**config.mk**
```make
export PLATFORM = sky130hd
export DESIGN_NAME = hazard_scoreboard_flat
export DESIGN_NICKNAME = d
export VERILOG_FILES = /design/src/rtl/hazard_scoreboard_if.sv /design/src/rtl/hazard_scoreboard.sv /design/src/flat_wrapper.sv
export SDC_FILE = /design/constraint.sdc
export NUM_CORES = 1
export LEC_CHECK = 0
export CAP_MARGIN = 5
export CORE_MARGIN = 1.5
export CORE_UTILIZATION = 40
export DETAILED_ROUTE_END_ITERATION = 10
export GPL_ROUTABILITY_DRIVEN = 0
export PLACE_DENSITY = 0.6
export SYNTH_ARGS = -nofsm -noshare
export SYNTH_HDL_FRONTEND = slang
export SYNTH_SLANG_ARGS = --single-unit
```
**constraint.sdc**
```tcl
create_clock -name clk -period 4.6 [get_ports clk]
set_input_delay 0.46 -clock clk [delete_from_list [all_inputs] [get_ports clk]]
set_output_delay 0.46 -clock clk [all_outputs]
set_load 0.02 [all_outputs]
```
**src/rtl/hazard_scoreboard_if.sv**
```systemverilog
// hazard_scoreboard_if
//   Bundles the ID/EX issue request, the writeback retire port and the
//   scoreboard's hazard responses into one connection.
//   master : the pipeline side; drives issue_* / flush / wb_*, observes results.
//   slave  : the scoreboard; observes requests, drives stall / fwd_hit /
//            issue_accept / outstanding / busy_vec.
interface hazard_scoreboard_if #(
  parameter int NUM_REGS = 32,
  parameter int REG_AW   = 5,
  parameter int NUM_SRC  = 2,
  parameter int LAT_W    = 3,
  parameter int MAX_OUT  = 4
);
  localparam int OUT_W = $clog2(MAX_OUT + 1);

  // issue request from ID
  logic                        issue_valid;
  logic                        issue_wen;
  logic [REG_AW-1:0]           issue_rd;
  logic [LAT_W-1:0]            issue_lat;
  logic [NUM_SRC*REG_AW-1:0]   issue_src;
  logic [NUM_SRC-1:0]          issue_src_used;
  logic                        flush;

  // writeback retire
  logic                        wb_valid;
  logic [REG_AW-1:0]           wb_rd;

  // scoreboard responses
  logic                        stall;
  logic [NUM_SRC-1:0]          fwd_hit;
  logic                        issue_accept;
  logic [OUT_W-1:0]            outstanding;
  logic [NUM_REGS-1:0]         busy_vec;

  modport master (
    output issue_valid, issue_wen, issue_rd, issue_lat, issue_src,
           issue_src_used, flush, wb_valid, wb_rd,
    input  stall, fwd_hit, issue_accept, outstanding, busy_vec
  );

  modport slave (
    input  issue_valid, issue_wen, issue_rd, issue_lat, issue_src,
           issue_src_used, flush, wb_valid, wb_rd,
    output stall, fwd_hit, issue_accept, outstanding, busy_vec
  );
endinterface

```
**src/rtl/hazard_scoreboard.sv**
```systemverilog
// hazard_scoreboard
//   Register-write scoreboard between ID and EX. Each architectural register
//   (except x0) carries a busy bit and a countdown until its in-flight result
//   reaches the bypass network. From that state plus the same-cycle writeback
//   it produces one issue stall and a per-source forward-hit flag.
//
// Ports:
//   clk  : rising-edge clock
//   rst  : asynchronous, active-low reset
//   bus  : hazard_scoreboard_if.slave
//          in  issue_valid, issue_wen, issue_rd, issue_lat, issue_src,
//              issue_src_used, flush, wb_valid, wb_rd
//          out stall, fwd_hit, issue_accept (combinational),
//              outstanding, busy_vec (registered state)
module hazard_scoreboard #(
  parameter int NUM_REGS = 32,
  parameter int REG_AW   = 5,
  parameter int NUM_SRC  = 2,
  parameter int LAT_W    = 3,
  parameter int MAX_OUT  = 4
) (
  input logic               clk,
  input logic               rst,
  hazard_scoreboard_if.slave bus
);
  localparam int OUT_W     = $clog2(MAX_OUT + 1);
  // Full index space of a REG_AW-bit register number. Entries that do not map
  // to a tracked register read as idle, so any index is safe to look up.
  localparam int REG_SPACE = 1 << REG_AW;
  localparam logic [OUT_W-1:0] MAX_OUT_V = OUT_W'(MAX_OUT);

  logic [REG_SPACE-1:0] busy_full;
  logic [LAT_W-1:0]     cnt_full [REG_SPACE];

  logic                 rd_tracked;
  logic                 waw_stall;
  logic                 cap_stall;
  logic                 stall_int;
  logic                 accept_int;
  logic                 alloc_en;
  logic                 retire_en;
  logic [NUM_SRC-1:0]   raw_stall;
  logic [NUM_SRC-1:0]   fwd_raw;

  logic [OUT_W-1:0]     outstanding_reg;
  logic [OUT_W-1:0]     outstanding_next;

  // ---------------------------------------------------------------------------
  // Per-register busy/countdown state
  // ---------------------------------------------------------------------------
  genvar gi;
  generate
    for (gi = 0; gi < REG_SPACE; gi++) begin : g_reg
      if (gi == 0 || gi >= NUM_REGS) begin : g_idle
        // x0 and unused index space are never tracked.
        assign busy_full[gi] = 1'b0;
        assign cnt_full[gi]  = '0;
      end else begin : g_track
        localparam logic [REG_AW-1:0] IDX = REG_AW'(gi);

        logic             busy_reg;
        logic [LAT_W-1:0] cnt_reg;
        logic             alloc_hit;
        logic             wb_hit;

        assign alloc_hit = alloc_en && (bus.issue_rd == IDX);
        assign wb_hit    = bus.wb_valid && (bus.wb_rd == IDX);

        // Allocation is checked before retire so that an issue and a
        // writeback to the same register leave the new producer tracked.
        always_ff @(posedge clk or negedge rst) begin
          if (!rst) begin
            busy_reg <= 1'b0;
            cnt_reg  <= '0;
          end else if (alloc_hit) begin
            busy_reg <= 1'b1;
            cnt_reg  <= bus.issue_lat;
          end else if (wb_hit) begin
            busy_reg <= 1'b0;
            cnt_reg  <= '0;
          end else if (busy_reg && (cnt_reg != '0)) begin
            cnt_reg  <= cnt_reg - LAT_W'(1);
          end
        end

        assign busy_full[gi] = busy_reg;
        assign cnt_full[gi]  = cnt_reg;
      end
    end
  endgenerate

  // ---------------------------------------------------------------------------
  // Per-source RAW check
  // ---------------------------------------------------------------------------
  generate
    for (gi = 0; gi < NUM_SRC; gi++) begin : g_src
      logic [REG_AW-1:0] src;
      logic              pending;

      assign src = bus.issue_src[gi*REG_AW +: REG_AW];

      // A writeback to the same register this cycle is written through to
      // the register file, so the operand is no longer pending.
      assign pending = bus.issue_src_used[gi] && (src != '0) && busy_full[src] &&
                       !(bus.wb_valid && (bus.wb_rd == src));

      // Countdown still running: result not yet on the bypass network.
      assign raw_stall[gi] = pending && (cnt_full[src] != '0);
      assign fwd_raw[gi]   = pending && (cnt_full[src] == '0);
    end
  endgenerate

  // ---------------------------------------------------------------------------
  // Destination checks and issue decision
  // ---------------------------------------------------------------------------
  assign rd_tracked = bus.issue_wen && (bus.issue_rd != '0);

  // A second writer to a busy register must wait until the older one retires,
  // otherwise the older writeback would clear the newer entry.
  assign waw_stall = rd_tracked && busy_full[bus.issue_rd] &&
                     !(bus.wb_valid && (bus.wb_rd == bus.issue_rd));

  // Any writeback this cycle is taken as freeing a slot.
  assign cap_stall = rd_tracked && (outstanding_reg == MAX_OUT_V) && !bus.wb_valid;

  assign stall_int  = bus.issue_valid && ((|raw_stall) || waw_stall || cap_stall);
  assign accept_int = bus.issue_valid && !stall_int && !bus.flush;
  assign alloc_en   = accept_int && rd_tracked;

  // Only a writeback that hits a tracked entry releases a slot.
  assign retire_en  = bus.wb_valid && (bus.wb_rd != '0) && busy_full[bus.wb_rd];

  // ---------------------------------------------------------------------------
  // Outstanding-write counter
  // ---------------------------------------------------------------------------
  always_comb begin
    outstanding_next = outstanding_reg;
    case ({alloc_en, retire_en})
      2'b10: begin
        // Saturate: a writeback to an idle register can lift the capacity
        // stall while the counter is full, and the count must never wrap.
        if (outstanding_reg != MAX_OUT_V) begin
          outstanding_next = outstanding_reg + OUT_W'(1);
        end
      end
      2'b01: begin
        if (outstanding_reg != '0) begin
          outstanding_next = outstanding_reg - OUT_W'(1);
        end
      end
      default: begin
        outstanding_next = outstanding_reg;
      end
    endcase
  end

  always_ff @(posedge clk or negedge rst) begin
    if (!rst) begin
      outstanding_reg <= '0;
    end else begin
      outstanding_reg <= outstanding_next;
    end
  end

  // ---------------------------------------------------------------------------
  // Outputs
  // ---------------------------------------------------------------------------
  assign bus.stall        = stall_int;
  assign bus.fwd_hit      = bus.issue_valid ? fwd_raw : '0;
  assign bus.issue_accept = accept_int;
  assign bus.outstanding  = outstanding_reg;
  assign bus.busy_vec     = busy_full[NUM_REGS-1:0];

endmodule
```
**src/flat_wrapper.sv**
```systemverilog
// flat-port wrapper written by rule: the top's interface ports become plain ports
module hazard_scoreboard_flat 
#(
  parameter int NUM_REGS = 32,
  parameter int REG_AW   = 5,
  parameter int NUM_SRC  = 2,
  parameter int LAT_W    = 3,
  parameter int MAX_OUT  = 4
)
  (clk, rst, bus_issue_valid, bus_issue_wen, bus_issue_rd, bus_issue_lat, bus_issue_src, bus_issue_src_used, bus_flush, bus_wb_valid, bus_wb_rd, bus_stall, bus_fwd_hit, bus_issue_accept, bus_outstanding, bus_busy_vec);
  hazard_scoreboard_if #(.NUM_REGS(NUM_REGS), .REG_AW(REG_AW), .NUM_SRC(NUM_SRC), .LAT_W(LAT_W), .MAX_OUT(MAX_OUT)) bus_i ();
  input logic clk;
  input logic rst;
  input wire logic [$bits(bus_i.issue_valid)-1:0] bus_issue_valid;
  input wire logic [$bits(bus_i.issue_wen)-1:0] bus_issue_wen;
  input wire logic [$bits(bus_i.issue_rd)-1:0] bus_issue_rd;
  input wire logic [$bits(bus_i.issue_lat)-1:0] bus_issue_lat;
  input wire logic [$bits(bus_i.issue_src)-1:0] bus_issue_src;
  input wire logic [$bits(bus_i.issue_src_used)-1:0] bus_issue_src_used;
  input wire logic [$bits(bus_i.flush)-1:0] bus_flush;
  input wire logic [$bits(bus_i.wb_valid)-1:0] bus_wb_valid;
  input wire logic [$bits(bus_i.wb_rd)-1:0] bus_wb_rd;
  output wire logic [$bits(bus_i.stall)-1:0] bus_stall;
  output wire logic [$bits(bus_i.fwd_hit)-1:0] bus_fwd_hit;
  output wire logic [$bits(bus_i.issue_accept)-1:0] bus_issue_accept;
  output wire logic [$bits(bus_i.outstanding)-1:0] bus_outstanding;
  output wire logic [$bits(bus_i.busy_vec)-1:0] bus_busy_vec;
  assign bus_i.issue_valid = bus_issue_valid;
  assign bus_i.issue_wen = bus_issue_wen;
  assign bus_i.issue_rd = bus_issue_rd;
  assign bus_i.issue_lat = bus_issue_lat;
  assign bus_i.issue_src = bus_issue_src;
  assign bus_i.issue_src_used = bus_issue_src_used;
  assign bus_i.flush = bus_flush;
  assign bus_i.wb_valid = bus_wb_valid;
  assign bus_i.wb_rd = bus_wb_rd;
  assign bus_stall = bus_i.stall;
  assign bus_fwd_hit = bus_i.fwd_hit;
  assign bus_issue_accept = bus_i.issue_accept;
  assign bus_outstanding = bus_i.outstanding;
  assign bus_busy_vec = bus_i.busy_vec;
  hazard_scoreboard #(.NUM_REGS(NUM_REGS), .REG_AW(REG_AW), .NUM_SRC(NUM_SRC), .LAT_W(LAT_W), .MAX_OUT(MAX_OUT)) u_core (.clk(clk), .rst(rst), .bus(bus_i));
endmodule
```
==> run_results.csv <==
group,metric,value,unit
worst_setup_path,cp.required,4.14,ns
yosys,syn_avg_cell_area,8.682,um2
worst_setup_path,worstPathMaxFanout,25,
yosys,synth_top_cell_by_area,"dfrtp_1",
routing,avgViaCountPerCell,5.659,
clock_tree,cts_buffer_depth,2,
cells_and_area,final_nets,1327,
yosys,ys_ff_latch,127,
power_and_ir_drop,p_sw_share,38.97,%
routing,drc_errors,0,
yosys,ys.flop_type,"dfrtp_1",
cells_and_area,layout-drive-gt1-share,14.49,%
status,status,"finished clean",
worst_setup_path,end_kind,"primary output",
power_and_ir_drop,intPower,3.763,mW
timing,skew,0.007368,ns
power_and_ir_drop,combPwrFrac,42.7,%
yosys,synth_nets,1296,
yosys,synth.area.top_cells,"dfrtp_1 31%, mux4_2 8.0%, ha_1 7.9%",
routing,drtIter0Drc,805,
worst_setup_path,start_kind,"primary input",
timing,timing.final.crit_share,89.48,%
yosys,async_flop_share,100.0,%
clock_tree,numCtsBuffers,17,
clock_tree,clk_pin_slew,0.06,ns
global_route,gr-usage-all-layers,24.27,%
routing,routed_wl,31.40,mm
global_route,grt_antenna_before_repair,0,
worst_setup_path,reg2reg_from,"u_core.g_reg[22].g_track.busy_reg",
cells_and_area,area_growth,14.34,%
timing,period_needed,4.116,ns
die,ios,70,
placed_design,pre_cts_ws,0.2733,ns
timing,whs,0.5493,ns
yosys,synth_common_cells,"198 x nor2_1, 127 x dfrtp_1, 105 x inv_1, 84 x nand2_1, 74 x a21oi_1",
cells_and_area,n_antenna_cell,0,
timing,worst_pin_slew,1.080,ns
yosys,synth.most_common_cell,"nor2_1",
yosys,yosys_warnings,0,
clock_tree,cts_resized,0,
yosys,syn-cell-area,10410,um2
clock_tree,cts_tree,"done",
timing,fmax,243.0,MHz
worst_setup_path,critical_path_class,"in -> out",
power_and_ir_drop,switchingPower,2.403,mW
clock_tree,clockRootBuffer,"clkbuf_16",
timing,setup_violations,0,
global_route,grt-ovfl-total,0,
clock_tree,clock_sink_count,127,
power_and_ir_drop,ir_drop,224.3,uV
die,start_util,41.10,%
routing,ant_nets,0,
yosys,yosysUniqueCellTypes,55,
die,coreArea,25330,um2
routing,wl_per_cell,19.97,um
timing,hold_viol,0,
timing,maxSlewViolCount,0,
power_and_ir_drop,power_frac_seq,33.4,%
power_and_ir_drop,p_per_area,518.1,nW/um2
run,maxCapViolCount,0,
global_route,grt_max_degree,54,
worst_setup_path,crit_start,"bus_issue_src[6]",
power_and_ir_drop,power_frac_clock,23.9,%
placed_design,hpwlAfterDp,22.54,mm
cells_and_area,final_util,47.00,%
cells_and_area,largest_reg_flops,93,
yosys,synth.top_cell.area_share,30.53,%
clock_tree,h-tree-depth,4,
global_route,grt_pass1_vias,8577,
placed_design,io_buffer_count,68,
power_and_ir_drop,leakagePower,5.334,nW
timing,rsz0062_at_grt,"false",
die,die_w,164.3,um
yosys,synth-seq-area-share,30.53,%
routing,via_count,8896,
global_route,grt_pass1_wl,49.26,mm
timing,slew_headroom,27.98,%
yosys,netlist_instances,1199,
clock_tree,clock_latency,0.44,ns
routing,dr.pass1.iters,5,
timing,worst_slack,0.4839,ns
worst_setup_path,arrival,3.66,ns
worst_hold_path,hold_class,"in -> async",
yosys,synth_edf_count,0,
die,chipHeight,164.3,um
die,dieArea,27000,um2
timing,tns,0,ns
die,placementRows,58,
[critical path, cell delays in order]
cell and delay, ns:
clkdlybuf4s50_1 0.45, buf_12 0.18, inv_1 0.25, mux4_2 0.54
nor4b_1 0.16, nor4_1 0.54, a221oi_4 0.16, nand2_1 0.17
and2_1 0.14, clkdlybuf4s50_1 0.59
[power by group through the flow]
stage | registers (mW) | logic (mW) | clock network, mW
2_1_floorplan | 1.91 | 2.05 | 0
3_3_place_gp | 2.06 | 2.55 | 0
3_5_place_dp | 2.06 | 2.61 | 0
4_1_cts | 2.05 | 2.64 | 1.49
5_1_grt | 2.12 | 2.98 | 1.54
6_report | 2.06 | 2.63 | 1.47
[layout by cell type, fill, tap and decap left out, types with 5 or more instances in the layout]
cell | netlist | routed
nand4_1 | 31 | 31
mux4_2 | 37 | 37
clkdlybuf4s50_1 | 0 | 63
nand2_1 | 84 | 84
a21oi_1 | 74 | 74
ha_1 | 66 | 66
nor2b_1 | 10 | 10
buf_4 | 38 | 26
clkbuf_16 | 0 | 17
nor2_1 | 198 | 198
a221oi_1 | 5 | 5
nor4_1 | 13 | 13
mux2i_1 | 13 | 13
a211oi_1 | 7 | 7
xnor2_1 | 39 | 39
xor2_1 | 10 | 10
mux2_2 | 71 | 71
nor3b_1 | 6 | 6
mux2_1 | 28 | 28
inv_1 | 105 | 105
nand3_1 | 12 | 12
dfrtp_1 | 127 | 127
o21ai_0 | 68 | 68
a31oi_1 | 7 | 7
nor3_1 | 53 | 52
[layout make-up]
class | count | area [um2]
clock buffer | 21 | 470.5
clock inverter | 10 | 160.2
fill | 2447 | 13420
inverter | 105 | 394.1
multi-input combinational | 881 | 6360
sequential | 127 | 3178
tap | 330 | 412.9
timing repair buffer | 98 | 927.1
[repair_timing]
item | 4_1_cts | 5_1_grt
endpoints found under the hold margin | 8 | 0
setup buffers | 0 | 0
hold buffers | 1 | 0
[through the flow]
step | instances | power, mW | area (um2)
2_1_floorplan | 1199 | 3.960 | 10410
3_3_place_gp | 1540 | 4.608 | 11260
3_5_place_dp | 1540 | 4.670 | 11260
4_1_cts | 1572 | 6.178 | 11900
5_1_grt | 1572 | 6.641 | 11900
6_report | 1572 | 6.167 | 11900
[cells by family (layout without fill, tap and decap cells)]
group	after synthesis	in the layout	share of synthesized area, %
xor+xnor	49	49	4.123
fa+ha+maj	66	66	7.933
buf+inv	191	234	8.425
simple gates	427	427	18.40
other cells	1	1	0.03602
mux	149	149	19.96
flops	127	127	30.53
compound gates	189	189	10.59
[path summary, 6_finish.rpt]
check,slack [ns],cells past startpoint,endpoint
worst min register to register,0.57,1,u_core.bus.outstanding[0]
max in group asynchronous,3.05,3,u_core.g_reg[22].g_track.cnt_reg[2]
worst max-delay path,0.48,10,bus_stall
min in group clk,0.57,1,u_core.bus.outstanding[0]
worst min-delay path,0.55,2,u_core.g_reg[26].g_track.cnt_reg[1]
worst max register to register,0.87,15,u_core.bus.outstanding[2]
[layer usage]
| layer | track usage [%] | part of all wire (%) | vias to the layer above |
|---|---|---|---|
| li1 | - | - | 4208 |
| met1 | 32.50 | 45 | 4350 |
| met5 | 0 | 0 | - |
| met2 | 40.33 | 48 | 302 |
| met4 | 8.017 | 1.9 | 0 |
| met3 | 3.283 | 5.9 | 36 |
(Power assumes the default switching activity.)
==> RTL change 1, RTL diff (same settings) <==
`REG_AW` is set to 5 in 3 places; all go to 6.
--- a/src/rtl/hazard_scoreboard_if.sv
+++ b/src/rtl/hazard_scoreboard_if.sv
@@ -6,7 +6,7 @@
 //            issue_accept / outstanding / busy_vec.
 interface hazard_scoreboard_if #(
   parameter int NUM_REGS = 32,
-  parameter int REG_AW   = 5,
+  parameter int REG_AW   = 6,
   parameter int NUM_SRC  = 2,
   parameter int LAT_W    = 3,
   parameter int MAX_OUT  = 4
--- a/src/rtl/hazard_scoreboard.sv
+++ b/src/rtl/hazard_scoreboard.sv
@@ -14,7 +14,7 @@
 //              outstanding, busy_vec (registered state)
 module hazard_scoreboard #(
   parameter int NUM_REGS = 32,
-  parameter int REG_AW   = 5,
+  parameter int REG_AW   = 6,
   parameter int NUM_SRC  = 2,
   parameter int LAT_W    = 3,
   parameter int MAX_OUT  = 4
--- a/src/flat_wrapper.sv
+++ b/src/flat_wrapper.sv
@@ -2,7 +2,7 @@
 module hazard_scoreboard_flat 
 #(
   parameter int NUM_REGS = 32,
-  parameter int REG_AW   = 5,
+  parameter int REG_AW   = 6,
   parameter int NUM_SRC  = 2,
   parameter int LAT_W    = 3,
   parameter int MAX_OUT  = 4
Ports: changed (resized bus_issue_rd, bus_issue_src and bus_wb_rd); port bits go from 70 to 74. The function was not compared with the original's and may differ.
==> RTL change 1 against the unedited design <==
  * Synthesized area rose by 5.8%
  * Non-clock buffer count rose by 4
  * Worst setup slack improved by 61 ps
  * Sequential cell count did not move
  * Fmax rose by 1.5%
  * Wire length rose by 12%
  * Design area rose by 4.8%
  * Synthesized cell count rose by 6.3%
  * Hold slack got worse by 510 ps
  * Total power rose by 1.9%
  * Critical path type unchanged
  * Critical endpoint is now bus_issue_accept
  * Highest routed layer unchanged
==> RTL change 1: results (changes against the unedited design) <==
[routing]
drt_wirelength_um=35170  ; +12%
ant_nets=0  ; unchanged
ratio_of_routed_vias_to_standard_cells=5.865  ; +3.6%
vias=9707  ; +9.1%
detailedRoute.firstIterationViolations=922  ; +15%
first_pass_detailed_route_iteration_total=5  ; unchanged

[global_route]
grt_util_met3_pct=4.583  ; +1.3 points
grt_start_max_net_pins=69  ; +28%
grt_first_pass_wirelength_um=55090  ; +12%
grt.met2_usage_pct=39.76  ; -0.57 points
antenna_found_initial=0  ; unchanged
first_global_vias=9265  ; +8.0%
global_route.usage.met1_pct=34.34  ; +1.8 points
grt.total_usage_pct=25.36  ; +1.1 points

[setup_path]
critPathArrivalTime_ps=3590  ; -70 ps
worst_path_max_delay_cell=sky130_fd_sc_hd__clkdlybuf4s50_1
crit_fanout=11  ; -56%
slowest_delay_ps=740  ; +150 ps
worstRegToRegCells=12  ; -3
regToRegStartpoint=u_core.g_reg[16].g_track.cnt_reg[0]
r2r_end=u_core.bus.outstanding[2]
r2r_setup_slack_ps=1030  ; +160 ps

[place]
place_worst_setup_slack_ps=544.2  ; +270.9 ps
cell_count_after_placement=1623  ; +5.4%
port_buffers=72  ; +5.9%
place_hpwl_um=26190  ; +16%

[clock_network]
post_cts_resize_count=0  ; unchanged
clkLatencyLatePin_ps=430
cts-root-buf=sky130_fd_sc_hd__clkbuf_16
clock_path_buffers=2  ; unchanged
clock_transition_time_at_the_flip_flop_clock_pins_of_the_worst_setup_and_hold_paths_ps=70
numCtsBuffers=17  ; unchanged
htree_num_levels=4  ; unchanged
postCtsSetupRepairBufs=0  ; unchanged

[synthesis]
yosysWarnings=0  ; unchanged
share_of_async_settable_or_async_resettable_flops_after_synthesis_pct=100.0  ; unchanged
synthTopCellsByArea=sky130_fd_sc_hd__dfrtp_1, sky130_fd_sc_hd__ha_1, sky130_fd_sc_hd__mux2i_1, sky130_fd_sc_hd__nand2_1, sky130_fd_sc_hd__o21ai_0
netlist-cell-type-count=62  ; +13%
synth_seq_area_share_pct=28.85  ; -1.7 points
syn_nets=1375  ; +6.1%
synth.top_cells.by_count=sky130_fd_sc_hd__nand2_1, sky130_fd_sc_hd__dfrtp_1, sky130_fd_sc_hd__inv_1
synth_cells=1274  ; +6.3%

[power]
irDropWorstVdd_v=0.0002524  ; +13%
power_leakage_nw=5.674  ; +6.4%

[hold_path]
hold_class=in -> async

[cells_and_area]
design.final.nets=1402  ; +5.7%
antenna_cells_inserted=0  ; unchanged
nFillCells=2576  ; +5.3%
fraction_of_layout_instances_using_a_drive_strength_above_1_pct=10.43  ; -4.1 points
max_ffs_per_register=93  ; unchanged

[timing]
clock-skew-final_ps=13.45  ; +6.081 ps
worst_pin_slew_ps=974.0  ; -106.3 ps

[outcome]
outcome=finished, final reports clean

RTL change 1: kinds of logic after synthesis:
group	synth area share, %
xor+xnor	4.930
flops	28.85
fa+ha+maj	7.497
simple gates	22.71
other cells	0.03405
buf+inv	9.088
compound gates	11.35
mux	15.54
RTL change 1: worst max path at each step:
stage                startpoint                   endpoint  slack (ps)
3_5_place_dp   bus_issue_src[7]  u_core.bus.outstanding[2]         540
3_3_place_gp   bus_issue_src[6]  u_core.bus.outstanding[2]         580
2_1_floorplan      bus_wb_rd[0]  u_core.bus.outstanding[2]         980
6_report       bus_issue_src[7]           bus_issue_accept         550
4_1_cts        bus_issue_src[7]           bus_issue_accept         600
5_1_grt        bus_issue_src[7]                  bus_stall         410
RTL change 1: area by class of cell:
cell class | instances | share of cell area [%]
Multi-Input combinational cell | 931 | 54.86
Sequential cell | 127 | 25.48
Timing Repair Buffer | 102 | 7.573
Inverter | 122 | 3.671
Tap cell | 341 | 3.421
Clock buffer | 17 | 3.411
Clock inverter | 15 | 1.585
RTL change 1: critical path, delay by kind of cell:
| kind | cells | cell delay, ps |
|---|---|---|
| AOI/OAI and AO/OA | 3 | 890 |
| buffers and inverters | 2 | 1340 |
| and+or+nand+nor | 4 | 890 |
RTL change 1: power by group:
part	switching (mW)	total (mW)	internal [mW]
Sequential	0.628	2.20	1.57
Combinational	1.38	2.59	1.22
Clock	0.617	1.49	0.874
RTL change 1: per-layer routing:
| layer | part of all wire [%] | vias up |
|---|---|---|
| li1 | - | 4487 |
| met4 | 3.8 | 0 |
| met2 | 45 | 431 |
| met1 | 43 | 4711 |
| met3 | 7.3 | 78 |
| met5 | 0 | - |
RTL change 1: per-stage QoR:
| step | instance area [µm²] | hold WS (ps) |
|---|---|---|
| global route | 12470 | 85.04 |
| CTS | 12470 | 84.44 |
| floorplan | 11010 | 164.4 |
| detailed placement | 11850 | 524.6 |
| finish | 12470 | 42.05 |
| global placement | 11850 | 525.5 |
==> RTL change 2, RTL diff (same settings) <==
Made on the original files. Make the reset (`rst`) synchronous in 2 clocked blocks. Comments in the files are not updated.
--- a/src/rtl/hazard_scoreboard.sv
+++ b/src/rtl/hazard_scoreboard.sv
@@ -68,7 +68,7 @@
 
         // Allocation is checked before retire so that an issue and a
         // writeback to the same register leave the new producer tracked.
-        always_ff @(posedge clk or negedge rst) begin
+        always_ff @(posedge clk) begin
           if (!rst) begin
             busy_reg <= 1'b0;
             cnt_reg  <= '0;
@@ -154,7 +154,7 @@
     endcase
   end
 
-  always_ff @(posedge clk or negedge rst) begin
+  always_ff @(posedge clk) begin
     if (!rst) begin
       outstanding_reg <= '0;
     end else begin
Check against the original RTL: not equivalent (a bounded check fails within 4 cycles, from zero or initial values and one cycle with rst low; the reset may be asserted at any time).
==> RTL change 2 against the unedited design <==
  * Sequential cell count is the same
  * Worst setup slack worse by 130 ps
  * Synthesized area down 3.5%
  * Wire length down 3.9%
  * Design area fell by 3.1%
  * Largest cell class unchanged
  * Highest routed layer unchanged
  * Sequential share of layout area decreased by 4.6 points
  * Critical path depth unchanged
Power is not compared: it rests on default switching activity, and its combinational part moved more than twofold at a synthesized area within 25%.
==> RTL change 2: results (changes against the unedited design) <==
[outcome]
outcome=finished, final reports clean

[setup_path]
critPathArrivalTime_ps=3790  ; +130 ps
worstRegToRegCells=15  ; unchanged
crit_fanout=21  ; -16%
slowest_delay_ps=600

[routing]
drt_wirelength_um=30160  ; -3.9%
detailedRoute.firstIterationViolations=783  ; -2.7%
first_pass_detailed_route_iteration_total=7  ; +2
vias=8947  ; +0.57%

[hold_path]
hold_class=reg -> reg

[synthesis]
share_of_async_settable_or_async_resettable_flops_after_synthesis_pct=0  ; -100 points
synth_seq_area_share_pct=25.32  ; -5.2 points
netlist-cell-type-count=56  ; +1.8%
synth.top_cells.by_count=sky130_fd_sc_hd__nand2_1, sky130_fd_sc_hd__dfxtp_1, sky130_fd_sc_hd__inv_1
synthTopCellsByArea=sky130_fd_sc_hd__dfxtp_1, sky130_fd_sc_hd__mux4_2, sky130_fd_sc_hd__ha_1, sky130_fd_sc_hd__mux2i_1, sky130_fd_sc_hd__nand2_1

[cells_and_area]
design.final.nets=1349  ; +1.7%
fraction_of_layout_instances_using_a_drive_strength_above_1_pct=11.15  ; -3.3 points
nFillCells=2416  ; -1.3%
max_ffs_per_register=93  ; unchanged

[place]
place_hpwl_um=22130  ; -1.8%
place_worst_setup_slack_ps=291.5  ; +18.27 ps
port_buffers=68  ; unchanged

[global_route]
grt_first_pass_wirelength_um=47670  ; -3.2%
grt.met2_usage_pct=38.49  ; -1.8 points
grt_start_max_net_pins=65  ; +20%
grt_util_met3_pct=6.086  ; +2.8 points
first_global_vias=8574  ; -0.035%
grt.total_usage_pct=23.85  ; -0.42 points
global_route.usage.met1_pct=30.50  ; -2.0 points

[power]
power_leakage_nw=4.660
internal_power_mw=2.124
irDropWorstVdd_v=0.0001687

[timing]
worst_pin_slew_ps=1039  ; -41.60 ps
clock-skew-final_ps=7.688  ; +0.3202 ps

[clock_network]
cts-root-buf=sky130_fd_sc_hd__clkbuf_16

RTL change 2: worst reg2reg max path, stage by stage (launching register included):
cell                        delay, ps
sky130_fd_sc_hd__dfxtp_1          330
sky130_fd_sc_hd__nor3_1           450
sky130_fd_sc_hd__a2111oi_0        200
sky130_fd_sc_hd__nor4_1           540
sky130_fd_sc_hd__o31ai_1          220
sky130_fd_sc_hd__a311o_1          410
sky130_fd_sc_hd__a211oi_4         310
sky130_fd_sc_hd__nand2_1          140
sky130_fd_sc_hd__ha_1             230
sky130_fd_sc_hd__xor2_1           140
sky130_fd_sc_hd__ha_1             180
sky130_fd_sc_hd__nor2_1            40
sky130_fd_sc_hd__mux2_2           260
sky130_fd_sc_hd__nand2_1           80
sky130_fd_sc_hd__xnor2_1           60
sky130_fd_sc_hd__and2_1           150
RTL change 2: stage by stage:
step / instances / total power [mW] / instance area (µm²)
after floorplan: 1225 / 1.318 / 10040
after global placement: 1557 / 1.433 / 10910
after detailed placement: 1557 / 1.435 / 10910
after CTS: 1589 / 2.857 / 11530
after global routing: 1589 / 2.935 / 11530
final: 1589 / 2.836 / 11530
RTL change 2: logic make-up (layout without fill, tap and decap cells):
logic type / Yosys count / count (layout) / synth area share, %
XOR/XNOR: 54 / 54 / 4.710
adder cells (fa/ha/maj): 66 / 66 / 8.224
multiplexers: 146 / 146 / 20.05
other: 1 / 1 / 0.03735
buffers and inverters: 193 / 233 / 8.523
AO/OA/AOI/OAI: 175 / 175 / 11.08
flip-flops: 127 / 127 / 25.32
AND/OR/NAND/NOR: 463 / 463 / 22.06
RTL change 2: final timing paths:
path | startpoint | to | slack (ps)
worst min-delay path | u_core.bus.outstanding[1] | u_core.bus.outstanding[1] | 550
worst min register to register | u_core.bus.outstanding[1] | u_core.bus.outstanding[1] | 550
worst max-delay path | bus_issue_src[1] | bus_stall | 350
worst max register to register | u_core.g_reg[5].g_track.cnt_reg[2] | u_core.bus.outstanding[2] | 770
RTL change 2: power groups by stage:
stage          Sequential (mW)  Combinational [mW]  Clock (mW)
2_1_floorplan             1.14               0.182           0
3_3_place_gp              1.14               0.297           0
3_5_place_dp              1.14               0.299           0
4_1_cts                   1.11               0.300        1.44
5_1_grt                   1.11               0.325        1.50
6_report                  1.11               0.304        1.42
RTL change 2: final cells by class:
class | instances | area (µm²) | area share [%]
Clock inverter | 10 | 133.9 | 1.161
Tap cell | 324 | 405.4 | 3.516
Timing Repair Buffer | 97 | 913.4 | 7.922
Clock buffer | 22 | 484.2 | 4.200
Inverter | 104 | 390.4 | 3.386
Multi-Input combinational cell | 905 | 6660 | 57.76
Sequential cell | 127 | 2542 | 22.05
RTL change 2: per-layer routing:
layer	vias to the layer above	share of wire [%]
met5	-	0
met4	0	2.9
met3	59	8.7
met2	382	46
met1	4233	43
li1	4273	-
